`config.mk`:
```
export PLATFORM = sky130hd
export DESIGN_NAME = core_io_port
export DESIGN_NICKNAME = d
export VERILOG_FILES = /design/src/rtl/core_io_port.sv
export SDC_FILE = /design/constraint.sdc
export NUM_CORES = 1
export LEC_CHECK = 0
export BUFFER_PORTS_ARGS = -buffer_cell sky130_fd_sc_hd__buf_2
export CAP_MARGIN = 0
export CORE_AREA = 2 2 107 135
export CTS_CLUSTER_DIAMETER = 60
export CTS_CLUSTER_SIZE = 40
export DETAILED_ROUTE_END_ITERATION = 16
export DIE_AREA = 0 0 109 137
export GPL_TIMING_DRIVEN = 0
export PLACE_DENSITY = 0.82
export SYNTH_ARGS = -nofsm -noshare
export SYNTH_HDL_FRONTEND = slang
export SYNTH_SLANG_ARGS = --single-unit
```
`constraint.sdc`:
```
create_clock -name clock -period 3.2 [get_ports clock]
set_input_delay 0.32 -clock clock [delete_from_list [all_inputs] [get_ports clock]]
set_output_delay 0.32 -clock clock [all_outputs]
set_load 0.05 [all_outputs]
```
`src/rtl/core_io_port.sv`:
```
// Memory-mapped IO peripheral for the RV32I load/store port: synchronised, debounced
// inputs with sticky rising-edge flags and interrupt, plus byte-writable output registers.
module core_io_port #(
    parameter int                   IN_WIDTH        = 14,
    parameter int                   OUT_WIDTH       = 52,
    parameter int                   DEBOUNCE_CYCLES = 4,
    parameter int                   ADDR_W          = 4,
    parameter logic [OUT_WIDTH-1:0] RESET_OUT       = '0
) (
    input  logic                 clock,
    input  logic                 reset,
    input  logic [ADDR_W-1:0]    bus_addr,
    input  logic                 bus_we,
    input  logic                 bus_re,
    input  logic [31:0]          bus_wdata,
    input  logic [3:0]           bus_wstrb,
    output logic [31:0]          bus_rdata,
    output logic                 bus_rvalid,
    input  logic [IN_WIDTH-1:0]  io_input_bus,
    output logic [OUT_WIDTH-1:0] io_output_bus,
    output logic                 irq
);

    localparam int OW      = (OUT_WIDTH + 31) / 32;
    localparam int OUT_PAD = OW * 32;

    logic [IN_WIDTH-1:0]  sync1_q, sync2_q;
    logic [IN_WIDTH-1:0]  deb_q, deb_d;
    logic [IN_WIDTH-1:0]  edge_q, edge_d;
    logic [IN_WIDTH-1:0]  irqEn_q, irqEn_d;
    logic [OUT_WIDTH-1:0] out_q, out_d;
    logic [OUT_PAD-1:0]   outWrite, outRead;
    logic [31:0]          rdata_q, rdata_d;
    logic                 rvalid_q, irq_q;
    logic [31:0]          byteMask, wMasked;
    logic                 wrEdge, wrIrqEn;

    always_ff @(posedge clock) begin
        if (reset) begin
            sync1_q <= '0;
            sync2_q <= '0;
        end else begin
            sync1_q <= io_input_bus;
            sync2_q <= sync1_q;
        end
    end

    generate
        if (DEBOUNCE_CYCLES == 0) begin : g_bypass
            always_comb deb_d = sync2_q;
        end else begin : g_debounce
            localparam int CNT_W = $clog2(DEBOUNCE_CYCLES + 1);
            localparam logic [CNT_W-1:0] CNT_LAST = CNT_W'(DEBOUNCE_CYCLES - 1);
            logic [CNT_W-1:0] cnt_q [IN_WIDTH];
            logic [CNT_W-1:0] cnt_d [IN_WIDTH];

            // A mismatch must persist for DEBOUNCE_CYCLES consecutive edges before it is accepted.
            always_comb begin
                for (int i = 0; i < IN_WIDTH; i++) begin
                    deb_d[i] = deb_q[i];
                    cnt_d[i] = '0;
                    if (sync2_q[i] != deb_q[i]) begin
                        if (cnt_q[i] == CNT_LAST) begin
                            deb_d[i] = sync2_q[i];
                        end else begin
                            cnt_d[i] = cnt_q[i] + 1'b1;
                        end
                    end
                end
            end

            always_ff @(posedge clock) begin
                for (int i = 0; i < IN_WIDTH; i++) begin
                    if (reset) begin
                        cnt_q[i] <= '0;
                    end else begin
                        cnt_q[i] <= cnt_d[i];
                    end
                end
            end
        end
    endgenerate

    always_comb begin
        byteMask = {{8{bus_wstrb[3]}}, {8{bus_wstrb[2]}}, {8{bus_wstrb[1]}}, {8{bus_wstrb[0]}}};
        wMasked  = bus_wdata & byteMask;
        wrEdge   = bus_we && (bus_addr == ADDR_W'(1));
        wrIrqEn  = bus_we && (bus_addr == ADDR_W'(2));
    end

    // A new rising edge is OR-ed in after the W1C clear, so set beats clear.
    always_comb begin
        edge_d  = edge_q;
        irqEn_d = irqEn_q;
        if (wrEdge) begin
            edge_d = edge_q & ~wMasked[IN_WIDTH-1:0];
        end
        edge_d = edge_d | (deb_d & ~deb_q);
        if (wrIrqEn) begin
            irqEn_d = (irqEn_q & ~byteMask[IN_WIDTH-1:0]) | wMasked[IN_WIDTH-1:0];
        end
    end

    always_comb begin
        outRead  = OUT_PAD'(out_q);
        outWrite = outRead;
        for (int w = 0; w < OW; w++) begin
            if (bus_we && (bus_addr == ADDR_W'(4 + w))) begin
                outWrite[w*32 +: 32] = (outRead[w*32 +: 32] & ~byteMask) | wMasked;
            end
        end
        out_d = outWrite[OUT_WIDTH-1:0];
    end

    always_comb begin
        rdata_d = '0;
        if (bus_addr == ADDR_W'(0)) rdata_d = 32'(deb_q);
        if (bus_addr == ADDR_W'(1)) rdata_d = 32'(edge_q);
        if (bus_addr == ADDR_W'(2)) rdata_d = 32'(irqEn_q);
        for (int w = 0; w < OW; w++) begin
            if (bus_addr == ADDR_W'(4 + w)) begin
                rdata_d = outRead[w*32 +: 32];
            end
        end
    end

    // Reads sample the pre-edge register contents, so a same-cycle write is not visible.
    always_ff @(posedge clock) begin
        if (reset) begin
            deb_q    <= '0;
            edge_q   <= '0;
            irqEn_q  <= '0;
            out_q    <= RESET_OUT;
            rdata_q  <= '0;
            rvalid_q <= 1'b0;
            irq_q    <= 1'b0;
        end else begin
            deb_q    <= deb_d;
            edge_q   <= edge_d;
            irqEn_q  <= irqEn_d;
            out_q    <= out_d;
            rvalid_q <= bus_re;
            irq_q    <= |(edge_q & irqEn_q);
            if (bus_re) begin
                rdata_q <= rdata_d;
            end
        end
    end

    assign bus_rdata     = rdata_q;
    assign bus_rvalid    = rvalid_q;
    assign io_output_bus = out_q;
    assign irq           = irq_q;

endmodule

```
# Word-level counts from Yosys, hierarchy flattened
# Memories as Yosys holds them, arrays and structs flattened.
# Cells that the tools add are included.
# word_totals
regBits	156
n_memories	1
ram_bits	42
output_inout_bits	86
in_bits	58
# classes
bitwise_logic	29
add_sub_neg	14
muxes	79
eq_ne	32
reduce_logical	6
# memory_table
name	words	word_bits	read_ports	rd_clocked_by_memory_dff	write_ports	line_no	rtl
g_debounce.cnt_q	14	3	14	0	14	54	logic [CNT_W-1:0] cnt_q [IN_WIDTH];
# op_table
cell	count
$mux W32	4
$mux W3	42
$and A32 B32 Y32	2
$and A14 B14 Y14	4
$add A3 B1 Y3 const B	14
$eq A3 B2 Y1 const B	14
$not A14 Y14	3
$not A32 Y32	1
$or A32 B32 Y32	1
$mux W1	31
$mux W14	2
$or A14 B14 Y14	2
$and A20 B20 Y20	1
$or A20 B20 Y20	1
$ne A1 B1 Y1	14
$or A1 B1 Y1	14
$reduce_or A14 Y1	1
$eq A4 B3 Y1 const B	2
$eq A4 B1 Y1 const B	1
$eq A4 B2 Y1 const B	1
$logic_and A1 B1 Y1	4
$logic_not A4 Y1	1

# Longest topological paths before layout
# Gate-level depths: netlist (run 1).
# depth
depth_word	6
depth_mapped	6
ltp_nobuf	4

# Least setup slack after synthesis (run 1)
# No wires, ideal clock.
# synth_path
path_type	input-to-reg
from	input bus_addr[1]
to	register with a tool-made name
n_path_buf	3
path_stages	6
arrival_time_ps	1441
setup_ps	132
slack_ps	1627
cell_sequence	buf_4 or4b_1 buf_2 buf_6 o21ai_1 a21oi_1
# synth_rtl
element	line_no	rtl
start, declared	12	input logic [ADDR_W-1:0] bus_addr,

# Final worst setup path (run 1)
# layout_path
from	input reset
to	register rdata_q[21], in the netlist bus_rdata[21]
# layout_rtl
element	line_no	rtl
start, declared	11	input logic reset,
end signal, assigned	145	rdata_q <= rdata_d;
end, declared	33	logic [31:0] rdata_q, rdata_d;
# No word-level cell between the ends.

==> results of run 1 <==
worst max-delay path: stages:
cell and delay, ps:
clkbuf_1 330, buf_2 290, clkbuf_1 380, clkbuf_1 610, a21oi_1 100
through the flow:
stage               cells  worst slack [ps]   util  total power (W)
global placement     1194              1130  0.661          0.00291
CTS                  1226              1500  0.702          0.00489
detailed placement   1194              1050  0.661          0.00292
finish               1226              1430  0.702          0.00489
floorplan             879              1630      -          0.00278
global route         1226              1340  0.702          0.00501
cell families (layout without fill, tap and decap cells):
| logic type | Yosys count | in the layout |
|---|---|---|
| AO/OA/AOI/OAI | 234 | 234 |
| multiplexers | 13 | 13 |
| buffers and inverters | 113 | 285 |
| flip-flops | 198 | 198 |
| adder cells (fa/ha/maj) | 28 | 28 |
| XOR/XNOR | 14 | 14 |
| AND/OR/NAND/NOR | 279 | 279 |
Yosys cell counts (3+ instances only):
| cell | instances | share of area |
|---|---|---|
| a311o_1 | 12 | 0.015 |
| a22oi_1 | 9 | 0.0083 |
| or3_1 | 14 | 0.011 |
| nor2b_1 | 31 | 0.024 |
| a21oi_1 | 80 | 0.049 |
| nand2_1 | 5 | 0.0023 |
| o21ai_1 | 29 | 0.018 |
| and2_1 | 4 | 0.0031 |
| a211oi_1 | 20 | 0.019 |
| a32oi_1 | 14 | 0.015 |
| mux2i_1 | 13 | 0.016 |
| xnor2_1 | 14 | 0.015 |
| buf_6 | 5 | 0.0070 |
| nand3b_1 | 3 | 0.0028 |
| o31ai_1 | 26 | 0.024 |
| nor2_1 | 77 | 0.036 |
| nand2b_1 | 15 | 0.012 |
| clkbuf_1 | 51 | 0.024 |
| nor4bb_1 | 30 | 0.037 |
| or2_2 | 14 | 0.011 |
| nand3_1 | 78 | 0.048 |
| ha_1 | 28 | 0.043 |
| o21ai_0 | 38 | 0.023 |
| buf_2 | 15 | 0.0093 |
| dfxtp_1 | 198 | 0.49 |
| nand4bb_1 | 3 | 0.0042 |
| inv_1 | 40 | 0.019 |
path summary, 6_finish.rpt:
check,start,end
setup / recovery,reset,bus_rdata[21]
hold / removal,io_input_bus[6],sync1_q[6]
setup reg to reg,g_debounce.cnt_q[1][15],g_debounce.cnt_q[1][17]
hold reg to reg,g_debounce.cnt_q[0][3],g_debounce.cnt_q[0][3]
layout by cell type, fill, tap and decap left out, types with 12 or more instances in the layout:
| cell | n |
|---|---|
| dfxtp_1 | 198 |
| nand2b_1 | 15 |
| o21ai_1 | 29 |
| clkbuf_1 | 53 |
| o31ai_1 | 26 |
| a21oi_1 | 80 |
| nor2_1 | 77 |
| nor2b_1 | 31 |
| nor4bb_1 | 30 |
| nand3_1 | 78 |
| buf_2 | 155 |
| or2_2 | 14 |
| ha_1 | 28 |
| clkbuf_16 | 17 |
| xnor2_1 | 14 |
| a32oi_1 | 14 |
| a211oi_1 | 20 |
| mux2i_1 | 13 |
| inv_1 | 40 |
| a311o_1 | 12 |
| o21ai_0 | 38 |
| or3_1 | 14 |
report_power, final:
| part | switching [W] | internal, W |
|---|---|---|
| logic | 0.000246 | 0.000107 |
| clock network | 0.000968 | 0.00106 |
| registers | 0.0000177 | 0.00250 |
| total | 0.00123 | 0.00366 |
routing by layer:
layer	GRT usage	share of wire	vias to the layer above
met1	0.325	0.38	3378
met4	0.139	0.034	0
met3	0.0571	0.078	68
met5	0	0	-
met2	0.545	0.51	341
li1	-	-	3448
cell type report:
class	count	area, um2	area share
Multi-Input combinational cell	568	3650	0.381
Sequential cell	198	3960	0.414
Inverter	40	150	0.0157
Buffer	73	334	0.0349
Timing Repair Buffer	140	701	0.0732
Clock buffer	21	460	0.0481
Clock inverter	11	92.6	0.00968
Tap cell	175	219	0.0229
==> impl_metrics.py, run 1 <==
metrics = {
    "die": {
        "core_area_um2": 13600,
        "fp.dieH_um": 137,
        "io_pins": 144,
        "die_w_um": 109,
        "dieArea_um2": 14900,
        "core.rowCount": 48,
        "start_util": 0.594,
    },
    "synthesis": {
        "ys_seq_area_frac": 0.490,
        "synthMuxAreaShare": 0.0161,
        "ys.flop_type": "dfxtp_1",
        "netlist_area_um2": 8090,
        "synthCells": 879,
        "yosys.area_share.simple": 0.198,
        "synth_top_family_by_area": "simple AND/OR/NAND/NOR gates",
        "synth_seq_cells": 198,
        "synth-xor-area-share": 0.0151,
        "avgSynthCellArea_um2": 9.21,
        "synth_fp_nets": 965,
        "synth_compound_area_frac": 0.178,
        "synth_edf_count": 0,
        "yosys.area_share.adder": 0.0433,
        "synthArstFlopShare": 0,
        "synth_cell_type_count": 37,
        "yosys_warnings": 0,
    },
    "cts": {
        "cts_tree": "built",
        "cts_htree_levels": 4,
        "insertion_delay_ps": 430,
        "cts_made_buffers": 17,
        "cts_buffer_depth": 2,
        "cts_sinks": 198,
        "clk_pin_slew_ps": 70,
        "cts_hold_buf": 0,
        "post_cts_resized": 0,
        "cts-root-buf": "clkbuf_16",
        "postCtsSetupBuffers": 0,
    },
    "sta": {
        "setup_viol": 0,
        "min_period_ps": 1770,
        "max_freq_mhz": 565,
        "period_share": 0.553,
        "worst_pin_slew_ps": 729,
        "slew_violations": 0,
        "fin_tns_setup_ps": 0,
        "hold_viol": 0,
        "slew_headroom": 0.514,
        "rsz0062_at_grt": "no",
        "finalClockSkew_ps": 8.01,
        "fin_hold_ws_ps": 95.4,
    },
    "power_and_ir_drop": {
        "p_leak_nw": 3.69,
        "ir_drop_v": 0.000390,
        "pwr_density_cell_nw_per_um2": 511,
    },
    "drt": {
        "wl_per_cell_um": 17.7,
        "drt-initial-drc-count": 725,
        "drtAntennaViolNets": 0,
        "via_per_inst": 5.90,
        "drc": 0,
        "dr.pass1.iters": 7,
        "routed_wl_mm": 21.8,
        "vias": 7235,
    },
    "worst_setup_path": {
        "crit_type": "in -> reg",
        "end_kind": "register",
        "ff2ff_path_depth": 4,
        "critPathMaxFanout": 10,
        "worstPathArrival_ps": 2050,
        "cp.required_ps": 3480,
        "cp-start-kind": "input port",
        "ff2ff_setup_slack_ps": 1810,
    },
    "cells_and_area": {
        "layout-drive-gt1-share": 0.197,
        "synthToLayoutAreaGrowth_pct": 18.2,
        "fillers": 1090,
        "diodes": 0,
        "stdcell_area_um2": 9570,
        "final_nets": 1124,
    },
    "flow_run": {
        "maxCapViolations": 0,
    },
    "global_routing": {
        "antenna_found_initial": 0,
        "first_global_vias": 7031,
        "grt_start_max_net_pins": 18,
        "track_usage": 0.297,
        "grt_pass1_wl_mm": 34.5,
        "grt.overflow.total": 0,
    },
    "placement": {
        "dp_hpwl_mm": 16.3,
        "io_buffers": 140,
        "gp_congestion": 0.949,
        "place_area_um2": 9010,
    },
    "min_path": {
        "min_path_type": "in -> reg",
        "holdPathStages": 2,
    },
    "outcome": {
        "outcome": "completed",
    },
}
(Power assumes the default switching activity.)
==> run 2, diff against run 1 <==
--- a/config.mk
+++ b/config.mk
@@ -7,13 +7,13 @@
 export LEC_CHECK = 0
 export BUFFER_PORTS_ARGS = -buffer_cell sky130_fd_sc_hd__buf_2
 export CAP_MARGIN = 0
-export CORE_AREA = 2 2 107 135
+export CORE_AREA = 2 2 117 148
 export CTS_CLUSTER_DIAMETER = 60
 export CTS_CLUSTER_SIZE = 40
 export DETAILED_ROUTE_END_ITERATION = 16
-export DIE_AREA = 0 0 109 137
+export DIE_AREA = 0 0 119 150
 export GPL_TIMING_DRIVEN = 0
-export PLACE_DENSITY = 0.82
+export PLACE_DENSITY = 0.72
 export SYNTH_ARGS = -nofsm -noshare
 export SYNTH_HDL_FRONTEND = slang
 export SYNTH_SLANG_ARGS = --single-unit
==> constraint.sdc (replaced) <==
create_clock -name clock -period 1.5 [get_ports clock]
set_input_delay 0.15 -clock clock [delete_from_list [all_inputs] [get_ports clock]]
set_output_delay 0.15 -clock clock [all_outputs]
set_load 0.05 [all_outputs]
==> run 2 against run 1 <==
Compared with the run above: worst setup slack worse by 1300 ps; routed wire length shrank 1.2%; via count decreased by 2.5%; sequential cell count did not move; power grew 120%; critical endpoint is now irq; largest power group unchanged.
==> impl_metrics.py, run 2 (synthesis results as in run 1) <==
metrics = {
    "outcome": {
        "outcome": "completed",
    },
    "cells_and_area": {
        "final_nets": 1156,
        "final_common_cell": "dfxtp_1",
        "diodes": 0,
        "fin_util": 0.604,
        "layout-drive-gt1-share": 0.200,
        "mostFrequentLayoutCells": "dfxtp_1, buf_2, a21oi_1",
        "instances_no_fill": 1303,
        "stdcell_area_um2": 9980,
        "synthToLayoutAreaGrowth_pct": 23.3,
    },
    "worst_setup_path": {
        "cp_slowest_cell": "clkbuf_1",
        "critPathMaxFanout": 10,
        "cp.required_ps": 1780,
        "crit_chain": "clkbuf_1 -> clkbuf_1 -> clkbuf_1 -> a31oi_1",
        "worstPathBufferInverterCount": 3,
        "cp-start-kind": "input port",
        "slowest_delay_ps": 560,
        "ff2ff_setup_slack_ps": 180,
        "endpoint": "irq",
        "worstPathArrival_ps": 1680,
        "cp.depth": 4,
        "r2r-start": "g_debounce.cnt_q[1][15]",
        "end_kind": "register",
        "ff2ff_path_depth": 4,
        "crit_path_frequent_cell": "clkbuf_1",
        "r2r_end": "g_debounce.cnt_q[1][16]",
        "crit_type": "in -> reg",
        "crit_start": "reset",
        "cpLargestDelayFamily": "buffers and inverters",
    },
    "die": {
        "fp.dieH_um": 150,
        "die_w_um": 119,
        "start_util": 0.490,
        "core_area_um2": 16500,
        "core.rowCount": 53,
        "dieArea_um2": 17900,
        "io_pins": 144,
    },
    "power_and_ir_drop": {
        "pwr_density_cell_nw_per_um2": 1070,
        "power.share.clock": 0.420,
        "ir_drop_v": 0.000731,
        "total_power_w": 0.0107,
        "comb_power_share": 0.076,
        "switchingPower_w": 0.00267,
        "seq_power_share": 0.503,
        "switching_share": 0.250,
        "p_leak_nw": 3.86,
        "intPower_w": 0.00799,
    },
    "sta": {
        "slew_headroom": 0.540,
        "rsz0062_at_grt": "no",
        "min_period_ps": 1400,
        "worst_pin_slew_ps": 690,
        "setup_viol": 0,
        "finalClockSkew_ps": 8.98,
        "slew_violations": 0,
        "max_freq_mhz": 715,
        "period_share": 0.932,
        "fin_hold_ws_ps": 11.8,
        "hold_viol": 0,
    },
    "drt": {
        "dr.pass1.iters": 5,
        "vias": 7052,
        "drc": 0,
        "drt-initial-drc-count": 352,
        "drtAntennaViolNets": 0,
        "routed_wl_mm": 21.5,
        "via_per_inst": 5.41,
        "wl_per_cell_um": 16.5,
    },
    "global_routing": {
        "grt.overflow.total": 0,
        "grt_pass1_wl_mm": 34.2,
        "first_global_vias": 6710,
        "grt_start_max_net_pins": 19,
        "antenna_found_initial": 0,
        "track_usage": 0.245,
    },
    "placement": {
        "gp_congestion": 0.878,
        "place_inst": 1239,
        "io_buffers": 140,
        "place_area_um2": 9070,
        "dp_hpwl_mm": 16.3,
    },
    "cts": {
        "cts_buffer_depth": 2,
        "cts-root-buf": "clkbuf_16",
        "clk_pin_slew_ps": 70,
        "cts_sinks": 198,
        "postCtsSetupBuffers": 0,
        "cts_tree": "built",
        "cts_made_buffers": 17,
        "cts_htree_levels": 4,
        "insertion_delay_ps": 440,
    },
    "flow_run": {
        "maxCapViolations": 0,
    },
    "min_path": {
        "min_path_type": "in -> reg",
        "holdPathStages": 3,
    },
}
==> run 2: cell count changes in the layout (fill, tap and decap cells not counted) <==
cell           before  now
clkbuf_1           53   43
clkinv_4            4    3
clkinvlp_4          1    2
dlygate4sd3_1       0   32
bufinv_16           0    1
clkbuf_8            2    1
clkbuf_2            0    8
inv_6               2    4
==> run 2: layout make-up <==
type | count | area, um2
Buffer | 73 | 344
Clock buffer | 18 | 439
Clock inverter | 14 | 139
Fill cell | 1435 | 6530
Inverter | 40 | 150
Multi-Input combinational cell | 568 | 3650
Sequential cell | 198 | 3960
Tap cell | 220 | 275
Timing Repair Buffer | 172 | 1020
==> run 2: repair_timing <==
item,in CTS,in global routing
gates resized for setup,1,14
hold endpoints to repair,38,0
endpoints found under the setup margin,10,66
hold buffers,32,0
==> run 2: how the worst min path moves through the flow <==
stage,end,start,slack [ps]
final,register,bus_wdata[0],10
after global routing,register,bus_wdata[9],10
after CTS,register,bus_wdata[6],5
after detailed placement,sync1_q[12],io_input_bus[12],360
after global placement,sync1_q[12],io_input_bus[12],360
after floorplan,sync1_q[0],io_input_bus[0],280
==> run 2: power by group through the flow <==
stage          Clock, W  Sequential, W  Combinational, W
2_1_floorplan         0        0.00557          0.000372
3_3_place_gp          0        0.00548          0.000740
3_5_place_dp          0        0.00549          0.000741
4_1_cts         0.00454        0.00536          0.000807
5_1_grt         0.00478        0.00537          0.000880
6_report        0.00448        0.00536          0.000813
==> run 2: metrics by stage <==
stage | setup TNS [ps] | setup slack, ps
finish | 0 | 102
CTS | 0 | 14.7
global placement | -37100 | -450
global route | 0 | 6.41
floorplan | 0 | 97.0
detailed placement | -41070 | -564
==> run 2: tightest hold or removal path, stage by stage <==
cell,delay [ps]
buf_2,140
nand3_1,70
a21oi_1,50
==> run 2: metal layers <==
| layer | up-vias | wire [um] | track usage |
|---|---|---|---|
| li1 | 3515 | - | - |
| met1 | 3244 | 8560 | 0.275 |
| met2 | 244 | 10900 | 0.438 |
| met3 | 49 | 1370 | 0.0534 |
| met4 | 0 | 693 | 0.118 |
| met5 | - | 0 | 0 |
==> run 3, diff against run 2 <==
--- a/config.mk
+++ b/config.mk
@@ -5,13 +5,14 @@
 export SDC_FILE = /design/constraint.sdc
 export NUM_CORES = 1
 export LEC_CHECK = 0
+export ABC_AREA = 1
 export BUFFER_PORTS_ARGS = -buffer_cell sky130_fd_sc_hd__buf_2
 export CAP_MARGIN = 0
-export CORE_AREA = 2 2 117 148
+export CORE_AREA = 2 2 118 149
 export CTS_CLUSTER_DIAMETER = 60
 export CTS_CLUSTER_SIZE = 40
 export DETAILED_ROUTE_END_ITERATION = 16
-export DIE_AREA = 0 0 119 150
+export DIE_AREA = 0 0 120 151
 export GPL_TIMING_DRIVEN = 0
 export PLACE_DENSITY = 0.72
 export SYNTH_ARGS = -nofsm -noshare
==> run 3 against run 2 <==
Compared with the run above: non-clock buffer count shrank 18; sequential share of layout area shrank 0.61 points; die area grew 1.5%; largest cell class unchanged; worst setup slack gained 130 ps; via count grew 7.4%; sequential power grew 1%; power grew 2.3%.
==> impl_metrics.py, run 3 <==
metrics = {
    "cells_and_area": {
        "stdcell_area_um2": 10100,
        "fillers": 1525,
        "fin_util": 0.609,
        "final_common_cell": "nand2_1",
        "final_nets": 1407,
        "synthToLayoutAreaGrowth_pct": 23.7,
        "mostFrequentLayoutCells": "nand2_1, nor2_1, dfxtp_1",
        "layout-drive-gt1-share": 0.157,
        "instances_no_fill": 1555,
    },
    "worst_setup_path": {
        "end_kind": "output pin",
        "cp.required_ps": 1350,
        "cpLargestDelayFamily": "flip-flops",
        "r2r-start": "g_debounce.cnt_q[0][21]",
        "critPathMaxFanout": 3,
        "cp-start-kind": "register",
        "slowest_delay_ps": 400,
        "ff2ff_setup_slack_ps": 300,
        "ff2ff_path_depth": 6,
        "worstPathArrival_ps": 1120,
        "crit_chain": "buf_2",
        "cp_slowest_cell": "dfxtp_1",
        "r2r_end": "edge_q[7]",
        "crit_type": "reg -> out",
        "worstPathBufferInverterCount": 1,
    },
    "synthesis": {
        "synth_seq_cells": 198,
        "synth_compound_area_frac": 0.0752,
        "synth_most_common_cell": "nand2_1",
        "synth-xor-area-share": 0,
        "synth.top_cell.area_share": 0.484,
        "yosys.area.top_type": "dfxtp_1",
        "ys_seq_area_frac": 0.484,
        "ys_top_cells_by_area": "dfxtp_1, nand2_1, nor2_1, nand3_1, inv_1",
        "netlist_area_um2": 8190,
        "avgSynthCellArea_um2": 7.28,
        "synthMuxAreaShare": 0,
        "ys.flop_type": "dfxtp_1",
        "yosys-top-cells-count": "nand2_1, nor2_1, dfxtp_1",
        "synthArstFlopShare": 0,
        "synthCells": 1125,
        "synth_cell_type_count": 21,
        "yosys.area_share.simple": 0.303,
        "yosys.area_share.adder": 0.0428,
        "synth_edf_count": 0,
        "yosys_warnings": 0,
        "synth_top_family_by_area": "simple AND/OR/NAND/NOR gates",
        "synth_fp_nets": 1211,
    },
    "placement": {
        "io_buffers": 139,
        "place_area_um2": 9160,
        "place_inst": 1484,
        "post-place-ws_ps": -180,
        "gp_congestion": 0.903,
        "dp_hpwl_mm": 16.0,
    },
    "cts": {
        "cts_htree_levels": 4,
        "cts_sinks": 198,
        "cts_buffer_depth": 2,
        "post_cts_resized": 0,
        "insertion_delay_ps": 440,
        "cts_made_buffers": 17,
        "cts-root-buf": "clkbuf_16",
        "postCtsSetupBuffers": 0,
        "cts_tree": "built",
        "clk_pin_slew_ps": 70,
        "cts_hold_buf": 38,
    },
    "power_and_ir_drop": {
        "ir_drop_v": 0.000735,
        "pwr_density_cell_nw_per_um2": 1080,
        "p_leak_nw": 4.73,
    },
    "sta": {
        "slew_headroom": 0.544,
        "setup_viol": 0,
        "slew_violations": 0,
        "max_freq_mhz": 787,
        "worst_pin_slew_ps": 684,
        "fin_ws_ps": 229,
        "period_share": 0.847,
        "fin_hold_ws_ps": 10.3,
        "rsz0062_at_grt": "no",
        "min_period_ps": 1270,
        "hold_viol": 0,
        "finalClockSkew_ps": 11.7,
    },
    "die": {
        "fp.dieH_um": 151,
        "core_area_um2": 16600,
        "core.rowCount": 53,
        "dieArea_um2": 18100,
        "io_pins": 144,
        "die_w_um": 120,
        "start_util": 0.492,
    },
    "min_path": {
        "min_path_type": "in -> reg",
        "holdPathStages": 3,
        "hp-start": "bus_wdata[7]",
    },
    "global_routing": {
        "grt_start_max_net_pins": 19,
        "track_usage": 0.242,
        "antenna_found_initial": 1,
        "grt_pass1_wl_mm": 34.4,
        "first_global_vias": 6973,
        "grt.overflow.total": 0,
    },
    "drt": {
        "vias": 7575,
        "routed_wl_mm": 21.5,
        "drtAntennaViolNets": 0,
        "drt-initial-drc-count": 492,
        "drc": 0,
        "via_per_inst": 4.87,
        "wl_per_cell_um": 13.8,
        "dr.pass1.iters": 5,
    },
    "flow_run": {
        "maxCapViolations": 0,
    },
    "outcome": {
        "outcome": "completed",
    },
}
[run 3: cell count changes after synthesis, moves of 15 or more]
cell	change
nand3_1	+33
nand4_1	+21
nor4bb_1	-30
clkbuf_1	-26
o21ai_0	-24
o31ai_1	-26
inv_1	+104
nor2b_1	-31
nand2_1	+221
nand2b_1	-15
a211oi_1	-20
o21ai_1	-29
nor2_1	+133
[run 3: report_power, final]
part | total [W] | internal [W] | switching [W]
sequential | 0.00542 | 0.00536 | 0.0000551
combinational | 0.000952 | 0.000291 | 0.000661
clock | 0.00453 | 0.00244 | 0.00209
[run 3: kinds of logic (layout without fill, tap and decap cells)]
kind of cell / after synthesis / in the layout
compound gates: 116 / 116
fa+ha+maj: 28 / 28
other cells: 0 / 1
flops: 198 / 198
simple gates: 586 / 586
buf+inv: 197 / 406
[run 3: per-stage QoR]
stage	power, W	setup TNS, ps
2_1_floorplan	0.00610	0
3_3_place_gp	0.00640	-4790
3_5_place_dp	0.00640	-6490
4_1_cts	0.0110	0
5_1_grt	0.0113	0
6_report	0.0109	0
[run 3: layout make-up]
type | instances | area (um2) | share of cell area
flip-flops and latches | 198 | 3960 | 0.391
multi-input cells | 730 | 3450 | 0.340
repair buffers | 177 | 1080 | 0.106
inverters | 147 | 552 | 0.0545
clock buffers | 20 | 457 | 0.0451
well taps | 220 | 275 | 0.0272
plain buffers | 50 | 225 | 0.0222
clock inverters | 12 | 133 | 0.0131
diodes | 1 | 2.50 | 0.000247
[run 3: worst max path at each step]
stage,start,endpoint,slack (ps),cells after the start
5_1_grt,g_debounce.cnt_q[0][9],g_debounce.cnt_q[0][10],140,5
4_1_cts,register,io_output_bus[4],220,1
3_5_place_dp,reset,edge_q[11],-180,6
2_1_floorplan,bus_addr[2],register,340,8
6_report,register,io_output_bus[4],230,1
3_3_place_gp,reset,edge_q[11],-180,6
[run 3: layer usage]
metal  GRT usage  routed length [um]  vias up
li1            -                   -     3931
met1       0.285                8930     3358
met2       0.424               10700      241
met3      0.0410                1150       45
met4       0.118                 692        0
met5           0                   0        -
